## src/rtl/alu_ctrl_pkg.sv

```systemverilog
// ---------------------------------------------------------------------------
// alu_ctrl_pkg
// Shared definitions for the multi-cycle ALU sequencing controller:
//   - MIPS funct codes recognised by the controller
//   - HILO_OPEN, the control word that opens the HiLo path of a unit
//   - the controller state enum
//   - the op-class enum and the decode function that maps a funct onto it
//   - the packed bundle of registered controller outputs
// ---------------------------------------------------------------------------
package alu_ctrl_pkg;

  localparam logic [5:0] FN_AND   = 6'b100100;
  localparam logic [5:0] FN_OR    = 6'b100101;
  localparam logic [5:0] FN_ADD   = 6'b100000;
  localparam logic [5:0] FN_SUB   = 6'b100010;
  localparam logic [5:0] FN_SLT   = 6'b101010;
  localparam logic [5:0] FN_SRL   = 6'b000010;
  localparam logic [5:0] FN_MFHI  = 6'b010000;
  localparam logic [5:0] FN_MFLO  = 6'b010010;
  localparam logic [5:0] FN_MULTU = 6'b011001;
  localparam logic [5:0] FN_DIVU  = 6'b011011;

  localparam logic [5:0] HILO_OPEN = 6'b111111;

  typedef enum logic [1:0] {
    IDLE,
    EXEC,
    ITER,
    HILO
  } state_t;

  typedef enum logic [2:0] {
    CLS_ILLEGAL,
    CLS_ALU,
    CLS_SHT,
    CLS_MF,
    CLS_MUL,
    CLS_DIV
  } op_class_t;

  // Every controller output travels together so the whole set can be
  // computed combinationally and captured in one register.
  typedef struct packed {
    logic       busy;
    logic       done;
    logic       illegal;
    logic       hiloWe;
    logic [5:0] ctrlAlu;
    logic [5:0] ctrlSht;
    logic [5:0] ctrlMul;
    logic [5:0] ctrlDiv;
    logic [5:0] ctrlMux;
  } ctrl_out_t;

  // Map a funct code onto the unit that owns it; anything unknown is illegal.
  function automatic op_class_t decodeOp(input logic [5:0] f);
    op_class_t cls;
    cls = CLS_ILLEGAL;
    case (f)
      FN_AND, FN_OR, FN_ADD, FN_SUB, FN_SLT: cls = CLS_ALU;
      FN_SRL:                                cls = CLS_SHT;
      FN_MFHI, FN_MFLO:                      cls = CLS_MF;
      FN_MULTU:                              cls = CLS_MUL;
      FN_DIVU:                               cls = CLS_DIV;
      default:                               cls = CLS_ILLEGAL;
    endcase
    return cls;
  endfunction

endpackage

```

## src/rtl/alu_iter_cnt.sv

```systemverilog
// ---------------------------------------------------------------------------
// alu_iter_cnt
// Iteration counter for the multi-cycle MULTU/DIVU sequence. Counts from 0 up
// to WIDTH-1 and then holds; it never wraps.
// Ports:
//   clk     rising-edge clock
//   rst     synchronous active-high reset, clears the count
//   i_clr   synchronous load-zero
//   i_en    advance the count by one (ignored once the terminal count is hit)
//   o_iter  current count
//   o_last  high when the count equals WIDTH-1
// ---------------------------------------------------------------------------
module alu_iter_cnt #(
  parameter int WIDTH = 32,
  parameter int CNT_W = $clog2(WIDTH)
) (
  input  logic             clk,
  input  logic             rst,
  input  logic             i_clr,
  input  logic             i_en,
  output logic [CNT_W-1:0] o_iter,
  output logic             o_last
);

  localparam logic [CNT_W-1:0] LAST_CNT = CNT_W'(WIDTH - 1);

  logic [CNT_W-1:0] r_iter;
  logic             w_last;

  assign w_last = (r_iter == LAST_CNT);

  // Clear has priority over enable; the terminal count is sticky so the
  // counter can never run past WIDTH-1 even if enable stays high.
  always_ff @(posedge clk) begin
    if (rst || i_clr) begin
      r_iter <= '0;
    end else if (i_en && !w_last) begin
      r_iter <= r_iter + CNT_W'(1);
    end
  end

  assign o_iter = r_iter;
  assign o_last = w_last;

endmodule

```

## src/rtl/alu_seq_ctrl.sv

```systemverilog
// ---------------------------------------------------------------------------
// alu_seq_ctrl
// Sequencing controller for the multi-cycle ALU datapath. A start strobe in
// IDLE latches a funct code; single-cycle ops spend one EXEC cycle, MULTU and
// DIVU iterate WIDTH cycles and then spend one HILO cycle writing HiLo.
// Ports:
//   clk       rising-edge clock
//   rst       synchronous active-high reset
//   start     request strobe, only looked at in IDLE
//   funct     operation code, sampled together with start
//   busy      high whenever the controller is not IDLE
//   done      one-cycle pulse on the last cycle of an operation
//   illegal   one-cycle pulse after a start with an unsupported funct
//   iter      iteration index while iterating, else 0
//   ctrl_alu  funct for AND/OR/ADD/SUB/SLT during EXEC
//   ctrl_sht  funct for SRL during EXEC
//   ctrl_mul  funct while iterating MULTU, HILO_OPEN in its HILO cycle
//   ctrl_div  funct while iterating DIVU, HILO_OPEN in its HILO cycle
//   ctrl_mux  latched funct in EXEC/ITER, HILO_OPEN in HILO
//   hilo_we   HiLo register write enable
// ---------------------------------------------------------------------------
module alu_seq_ctrl
  import alu_ctrl_pkg::*;
#(
  parameter int WIDTH = 32,
  parameter int CNT_W = $clog2(WIDTH)
) (
  input  logic             clk,
  input  logic             rst,
  input  logic             start,
  input  logic [5:0]       funct,
  output logic             busy,
  output logic             done,
  output logic             illegal,
  output logic [CNT_W-1:0] iter,
  output logic [5:0]       ctrl_alu,
  output logic [5:0]       ctrl_sht,
  output logic [5:0]       ctrl_mul,
  output logic [5:0]       ctrl_div,
  output logic [5:0]       ctrl_mux,
  output logic             hilo_we
);

  state_t     r_state;
  state_t     w_nextState;
  logic [5:0] r_funct;
  ctrl_out_t  r_out;
  ctrl_out_t  w_nextOut;

  logic [5:0] w_opFunct;
  op_class_t  w_opClass;
  logic       w_accept;
  logic       w_last;
  logic       w_cntClr;
  logic       w_cntEn;

  // In IDLE the live funct is the candidate op; once busy only the latched
  // copy matters, so funct changes during an operation have no effect.
  always_comb begin
    w_opFunct = r_funct;
    if (r_state == IDLE) begin
      w_opFunct = funct;
    end
    w_opClass = decodeOp(w_opFunct);
    w_accept  = (r_state == IDLE) && start && (w_opClass != CLS_ILLEGAL);
  end

  // The counter is held at zero in every cycle that will not be an ITER
  // cycle, so it starts at 0 on entry and reads 0 outside ITER.
  assign w_cntClr = (w_nextState != ITER);
  assign w_cntEn  = (r_state == ITER);

  alu_iter_cnt #(
    .WIDTH (WIDTH),
    .CNT_W (CNT_W)
  ) u_iter_cnt (
    .clk    (clk),
    .rst    (rst),
    .i_clr  (w_cntClr),
    .i_en   (w_cntEn),
    .o_iter (iter),
    .o_last (w_last)
  );

  // State register plus latched funct; rst overrides everything.
  always_ff @(posedge clk) begin
    if (rst) begin
      r_state <= IDLE;
      r_funct <= '0;
    end else begin
      r_state <= w_nextState;
      if (w_accept) begin
        r_funct <= funct;
      end
    end
  end

  // Next-state logic. Starts are only seen in IDLE; an illegal code keeps
  // the controller in IDLE.
  always_comb begin
    w_nextState = r_state;
    case (r_state)
      IDLE: begin
        if (start) begin
          case (w_opClass)
            CLS_MUL, CLS_DIV:        w_nextState = ITER;
            CLS_ALU, CLS_SHT, CLS_MF: w_nextState = EXEC;
            default:                 w_nextState = IDLE;
          endcase
        end
      end
      EXEC: w_nextState = IDLE;
      ITER: begin
        if (w_last) begin
          w_nextState = HILO;
        end
      end
      HILO:    w_nextState = IDLE;
      default: w_nextState = IDLE;
    endcase
  end

  // Output decode from the upcoming state so every output is a register
  // that already shows the new state's controls in its first cycle.
  always_comb begin
    w_nextOut         = '0;
    w_nextOut.busy    = (w_nextState != IDLE);
    w_nextOut.illegal = (r_state == IDLE) && start && (w_opClass == CLS_ILLEGAL);
    case (w_nextState)
      EXEC: begin
        w_nextOut.done    = 1'b1;
        w_nextOut.ctrlMux = w_opFunct;
        if (w_opClass == CLS_ALU) begin
          w_nextOut.ctrlAlu = w_opFunct;
        end
        if (w_opClass == CLS_SHT) begin
          w_nextOut.ctrlSht = w_opFunct;
        end
      end
      ITER: begin
        w_nextOut.ctrlMux = w_opFunct;
        if (w_opClass == CLS_MUL) begin
          w_nextOut.ctrlMul = w_opFunct;
        end
        if (w_opClass == CLS_DIV) begin
          w_nextOut.ctrlDiv = w_opFunct;
        end
      end
      HILO: begin
        w_nextOut.done    = 1'b1;
        w_nextOut.hiloWe  = 1'b1;
        w_nextOut.ctrlMux = HILO_OPEN;
        if (w_opClass == CLS_MUL) begin
          w_nextOut.ctrlMul = HILO_OPEN;
        end
        if (w_opClass == CLS_DIV) begin
          w_nextOut.ctrlDiv = HILO_OPEN;
        end
      end
      default: begin
      end
    endcase
  end

  // Registered output bundle.
  always_ff @(posedge clk) begin
    if (rst) begin
      r_out <= '0;
    end else begin
      r_out <= w_nextOut;
    end
  end

  assign busy     = r_out.busy;
  assign done     = r_out.done;
  assign illegal  = r_out.illegal;
  assign hilo_we  = r_out.hiloWe;
  assign ctrl_alu = r_out.ctrlAlu;
  assign ctrl_sht = r_out.ctrlSht;
  assign ctrl_mul = r_out.ctrlMul;
  assign ctrl_div = r_out.ctrlDiv;
  assign ctrl_mux = r_out.ctrlMux;

endmodule
```

## config.mk

```make
export PLATFORM = sky130hd
export DESIGN_NAME = alu_seq_ctrl
export DESIGN_NICKNAME = d
export VERILOG_FILES = /design/src/rtl/alu_ctrl_pkg.sv /design/src/rtl/alu_iter_cnt.sv /design/src/rtl/alu_seq_ctrl.sv
export SDC_FILE = /design/constraint.sdc
export NUM_CORES = 1
export LEC_CHECK = 0
export ABC_AREA = 1
export BUFFER_PORTS_ARGS = -buffer_cell sky130_fd_sc_hd__buf_2
export CORE_MARGIN = 1.5
export CORE_UTILIZATION = 25
export CTS_CLUSTER_SIZE = 25
export DETAILED_ROUTE_END_ITERATION = 7
export PLACE_DENSITY = 0.47
export SYNTH_ARGS = -nofsm -noshare
export SYNTH_HDL_FRONTEND = slang
export SYNTH_SLANG_ARGS = --single-unit
```

## constraint.sdc

```tcl
create_clock -name clk -period 2.45 [get_ports clk]
set_input_delay 0.3675 -clock clk [delete_from_list [all_inputs] [get_ports clk]]
set_output_delay 0.3675 -clock clk [all_outputs]
set_load 0.005 [all_outputs]
```

==> flow_summary.toml, run 1 <==
[routing]
dr.pass1.iters = 5
drc = 0
routed_via_density = 4.02
wl_per_cell_um = 10.5
drtIter0Drc = 66
vias = 1517
wirelength_um = 3940
drtAntennaViolNets = 0

[sta]
fin_skew_ps = 5.65
finalHoldViolCount = 0
drv_slew = 0
finalSetupViolCount = 0
setup_ws_ps = 247
period_needed_ps = 2200
timing.hold.ws_ps = 366
fin_crit_sh = 0.899
fin_tns_setup_ps = 0
fmax_ghz = 0.454

[status]
status = "finished clean"

[clock_tree]
cts_tree = "yes"
clock_sinks = 46
htree_levels = 2
ctsHoldBuffers = 0
clk_pin_slew_worst_paths_ps = 80
clock_latency_ps = 300
cts_buffer_depth = 2
clockRootBuffer = "clkbuf_8"
cts_buffers = 5

[grt]
antenna_found_initial = 0
grtUsageTotal = 0.105
grt_pass1_wl_um = 6210
grt_start_max_net_pins = 15
globalRouteOverflowTotal = 0
grt_pass1_vias = 1325

[worst_setup_path]
endpoint_kind = "flop"
cp-start-kind = "flop"
cp_max_fo = 8
worstSetupPathType = "flop to flop"
worstPathRequired_ps = 2640
worst_ep_arrival_time_ps = 2400

[die]
die_area_mm2 = 0.00768
rows = 30
io_pins = 48
core_area_mm2 = 0.00687
start_util = 0.261
die_height_um = 87.6
die_x_um = 87.6

[final_layout]
nets = 295
mostFrequentLayoutCells = "buf_2, dfxtp_1, nor2_1"
antennaDiodeCount = 0
fin_util = 0.333
syn_to_final_growth_pct = 27.7
mostFrequentLayoutCell = "buf_2"
n_fill_cell = 772
drive_above_1_share = 0.313

[place]
dpl_worst_slack_ps = 145
routabilityCongestion = 0.744
io_buffer_count = 47
dp_hpwl_um = 2970

[power_and_ir_drop]
peakVddDrop_v = 0.000222
finalPower_w = 0.00141
power_density_mw_per_mm2 = 616
power.leakage_nw = 1.10

[logic_synthesis]
synthCells = 220
syn_avg_cell_area_um2 = 8.14
yosysTopAreaCell = "dfxtp_1"
synth_cell_type_count = 22
ys_ff_latch = 46
yosysTopAreaCellShare = 0.514
synth_area_mm2 = 0.00179
seq_area_frac_synth = 0.514
yosysWarnings = 0
synth_area_leaders = "dfxtp_1, nor2_1, nand2_1"

[job]
drv_cap = 0

[min_path]
hp-class = "primary input to flop"
==> through the flow <==
step / area (um2) / std cells
after global placement: 2150 / 367
after global routing: 2290 / 377
final: 2290 / 377
after floorplan: 1810 / 225
after CTS: 2250 / 375
after detailed placement: 2150 / 367
==> layout make-up <==
cell class / count / area (um2) / share of cell area
Sequential cell: 46 / 923 / 0.404
Multi-Input combinational cell: 145 / 766 / 0.335
Timing Repair Buffer: 51 / 265 / 0.116
Tap cell: 96 / 120 / 0.0525
Inverter: 31 / 116 / 0.0509
Clock buffer: 6 / 82.6 / 0.0361
Clock inverter: 2 / 12.5 / 0.00547
==> cell usage after synthesis <==
library cell / number
nor2_4: 1
a21oi_2: 2
clkbuf_1: 1
a21oi_1: 13
nand2_4: 2
nor2_2: 1
nand3_2: 1
o21ai_0: 6
nand2_2: 9
nor3_1: 5
nand2_1: 31
inv_2: 4
conb_1: 1
o21a_1: 7
nand3_1: 10
nand3b_1: 1
dfxtp_1: 46
inv_1: 27
ha_1: 6
buf_6: 2
nand4_1: 5
nor2_1: 39
==> per-layer routing <==
| metal | track usage | up-vias | routed length (um) |
|---|---|---|---|
| met5 | 0 | - | 0 |
| met2 | 0.170 | 37 | 1760 |
| li1 | - | 806 | - |
| met1 | 0.133 | 668 | 1930 |
| met4 | 0.0433 | 0 | 70 |
| met3 | 0.0302 | 6 | 189 |
==> worst max-delay path, cell delays in order, from the launching register on <==
cell and delay (ps):
dfxtp_2 360, nor2_4 200, nand2_1 120, nand2_4 140, nand2_2 60, nor2_2 140, nand2_2 70, nand2_1 60
nand4_1 110, nand2_2 110, inv_1 60, ha_1 400, nor2_1 80, o21a_1 170
==> final timing paths <==
path	start	end	slack, ps	cells past startpoint
max	r_state[1]	ctrl_mux[5]	250	13
min	rst	r_state[0]	370	2
max reg2reg	r_state[1]	ctrl_mux[5]	250	13
min reg2reg	u_iter_cnt.o_iter[3]	u_iter_cnt.o_iter[3]	480	1
==> logic make-up after synthesis <==
kind of cell,after synthesis,synth area share
other,1,0.00209
AND/OR/NAND/NOR,105,0.270
flip-flops,46,0.514
adder cells (fa/ha/maj),6,0.0419
AO/OA/AOI/OAI,28,0.0922
buffers and inverters,34,0.0797
==> power breakdown <==
| group | total, W | internal [W] | switching (W) |
|---|---|---|---|
| clock | 0.000481 | 0.000227 | 0.000254 |
| combinational | 0.000155 | 0.0000524 | 0.000103 |
| sequential | 0.000772 | 0.000764 | 0.00000773 |
==> what timing repair did <==
action	in CTS	in global routing
setup endpoints to repair	0	21
buffers inserted	0	2
resized for setup	0	14
==> state kept, by name (all words and copies together) (netlist names) <==
register and cells:
hilo_we 1, ctrl_mul 6, r_state 2, ctrl_sht 6
ctrl_mux 6, ctrl_div 6, ctrl_alu 6, illegal 1
r_funct 6, u_iter_cnt.o_iter 5, busy 1
Power figures use the tool's default switching activity.
==> run 2, diff against run 1 <==
Settings changed: ABC_AREA 1 to not set.
==> run 2 against run 1 <==
Against the previous run: first-iteration DRC count is 50% higher; non-clock buffer count is 28 higher; sequential share of layout area is 6.0 points lower; power is 7.6% higher; largest cell class is now multi-input combinational cells.
==> flow_summary.toml, run 2 <==
[sta]
period_needed_ps = 2340
fmax_ghz = 0.427
drv_slew = 0
finalHoldViolCount = 0
finalSetupViolCount = 0
timing.hold.ws_ps = 354
fin_skew_ps = 14.2
fin_crit_sh = 0.956
setup_ws_ps = 109

[power_and_ir_drop]
power_density_mw_per_mm2 = 564
peakVddDrop_v = 0.000224
power.leakage_nw = 1.25

[worst_setup_path]
cpPeakStageDelay_ps = 420
crit_path_start = "r_state[1]"
worst_ep_arrival_time_ps = 2530
cp-start-kind = "flop"
cp_max_fo = 7
endpoint_kind = "flop"
rr_worst_depth = 12
r2r-start = "r_state[1]"
crit_path_cell_trace = "nor2_4, buf_4, mux2i_4, buf_4, a211o_1, a221o_2, ha_4, nand2b_1, buf_4, nor2_1, nor2_1, nor2_1"
crit_path_top_delay_cell = "a221o_2"
worstSetupPathType = "flop to flop"
worstPathRequired_ps = 2640

[place]
dp_hpwl_um = 3630
io_buffer_count = 47
placed_area_mm2 = 0.00249
routabilityCongestion = 0.904
place_inst = 367
dpl_worst_slack_ps = -236

[logic_synthesis]
synth-edff-count = 0
synth-compound-area-share = 0.0888
synth_cell_type_count = 42
synth.most_common_cell = "dfxtp_1"
synth_area_leaders = "dfxtp_1, nor2_1, mux2i_1"
synth_ff_type = "dfxtp_1"
syn_avg_cell_area_um2 = 9.61
seq_area_frac_synth = 0.491
synth_area_mm2 = 0.00187
synth_adder_area_share = 0.0401
yosys.area_share.simple = 0.263
synthCells = 195
synthTopCellsByCount = "dfxtp_1, nor2_1, mux2i_1, nand2b_1, o21a_1"
synthArstFlopShare = 0
synth_top_family_by_area = "simple AND/OR/NAND/NOR gates"
synth_xor_area_frac = 0.0140
yosysTopAreaCellShare = 0.491
muxShareOfSynthArea = 0.0748
yosysWarnings = 0
ys_ff_latch = 46
yosysTopAreaCell = "dfxtp_1"

[clock_tree]
clock_latency_ps = 310
cts_tree = "yes"
clk_pin_slew_worst_paths_ps = 100
ctsHoldBuffers = 0
cts_buffers = 5
cts_buffer_depth = 2
clock_sinks = 46
clockRootBuffer = "clkbuf_8"
htree_levels = 2

[grt]
antenna_found_initial = 0
grt_start_max_net_pins = 18
globalRouteOverflowTotal = 0
grt_pass1_wl_um = 7690
grt_pass1_vias = 1578
grtUsageTotal = 0.128

[final_layout]
fin_util = 0.370
layoutNonFillerInstCount = 380
mostFrequentLayoutCell = "buf_2"
antennaDiodeCount = 0
nets = 295
mostFrequentLayoutCells = "buf_2, dfxtp_1, nor2_1"
fin_area_mm2 = 0.00269
syn_to_final_growth_pct = 43.3
drive_above_1_share = 0.402

[status]
status = "finished clean"

[die]
rows = 31
die_x_um = 89.6
die_area_mm2 = 0.00803
start_util = 0.258
io_pins = 48
die_height_um = 89.6
core_area_mm2 = 0.00725

[job]
drv_cap = 0

[min_path]
hold_depth = 3
worstHoldStart = "start"
hp-class = "primary input to flop"

[routing]
vias = 1646
wirelength_um = 4800
drtIter0Drc = 99
routed_via_density = 4.33
drtAntennaViolNets = 0
dr.pass1.iters = 4
drc = 0
wl_per_cell_um = 12.6
-- run 2: final timing paths --
kind | end | slack [ps]
max | ctrl_div[5] | 110
min | illegal | 350
max reg2reg | ctrl_div[5] | 110
min reg2reg | r_funct[2] | 540
-- run 2: kinds of logic after synthesis --
logic type	after synthesis
other	1
AOI/OAI and AO/OA	21
muxes	14
and+or+nand+nor	93
DFF	46
xor gates and xnor gates	3
buffers and inverters	11
adders and majority gates	6
-- run 2: critical path: cells and delay by family, from the launching register on --
kind                       cells  cell delay, ps
AOI/OAI and AO/OA              2             690
buffers and inverters          3             470
DFF                            1             380
and+or+nand+nor                5             310
muxes                          1             190
adders and majority gates      1             170
-- run 2: layout make-up --
cell class,count,area [um2]
clock buffers,5,68.8
clock inverters,3,43.8
fillers,751,4570
inverters,5,18.8
multi-input cells,143,1030
flip-flops and latches,46,923
well taps,99,124
repair buffers,79,475
-- run 2: routing by layer --
metal	track usage	part of all wire
met1	0.160	0.47
met3	0.0302	0.042
met5	0	0
met4	0.0545	0.027
met2	0.212	0.46
-- run 2: what timing repair did --
action,4_1_cts,5_1_grt
endpoints found under the setup margin,15,23
gates resized for setup,4,6
setup buffers,3,2
pin swaps,1,2
-- run 2: power by group --
group / internal (W) / switching, W / total, W
clock: 0.000306 / 0.000272 / 0.000578
sequential: 0.000759 / 0.00000822 / 0.000768
combinational: 0.0000845 / 0.0000858 / 0.000170
total: 0.00115 / 0.000366 / 0.00152
-- run 2: stage by stage --
step           total power, W  TNS, ps
2_1_floorplan        0.000870     -203
3_3_place_gp         0.000941    -4220
3_5_place_dp         0.000941    -4600
4_1_cts               0.00153        0
5_1_grt               0.00158    -1.65
6_report              0.00152        0
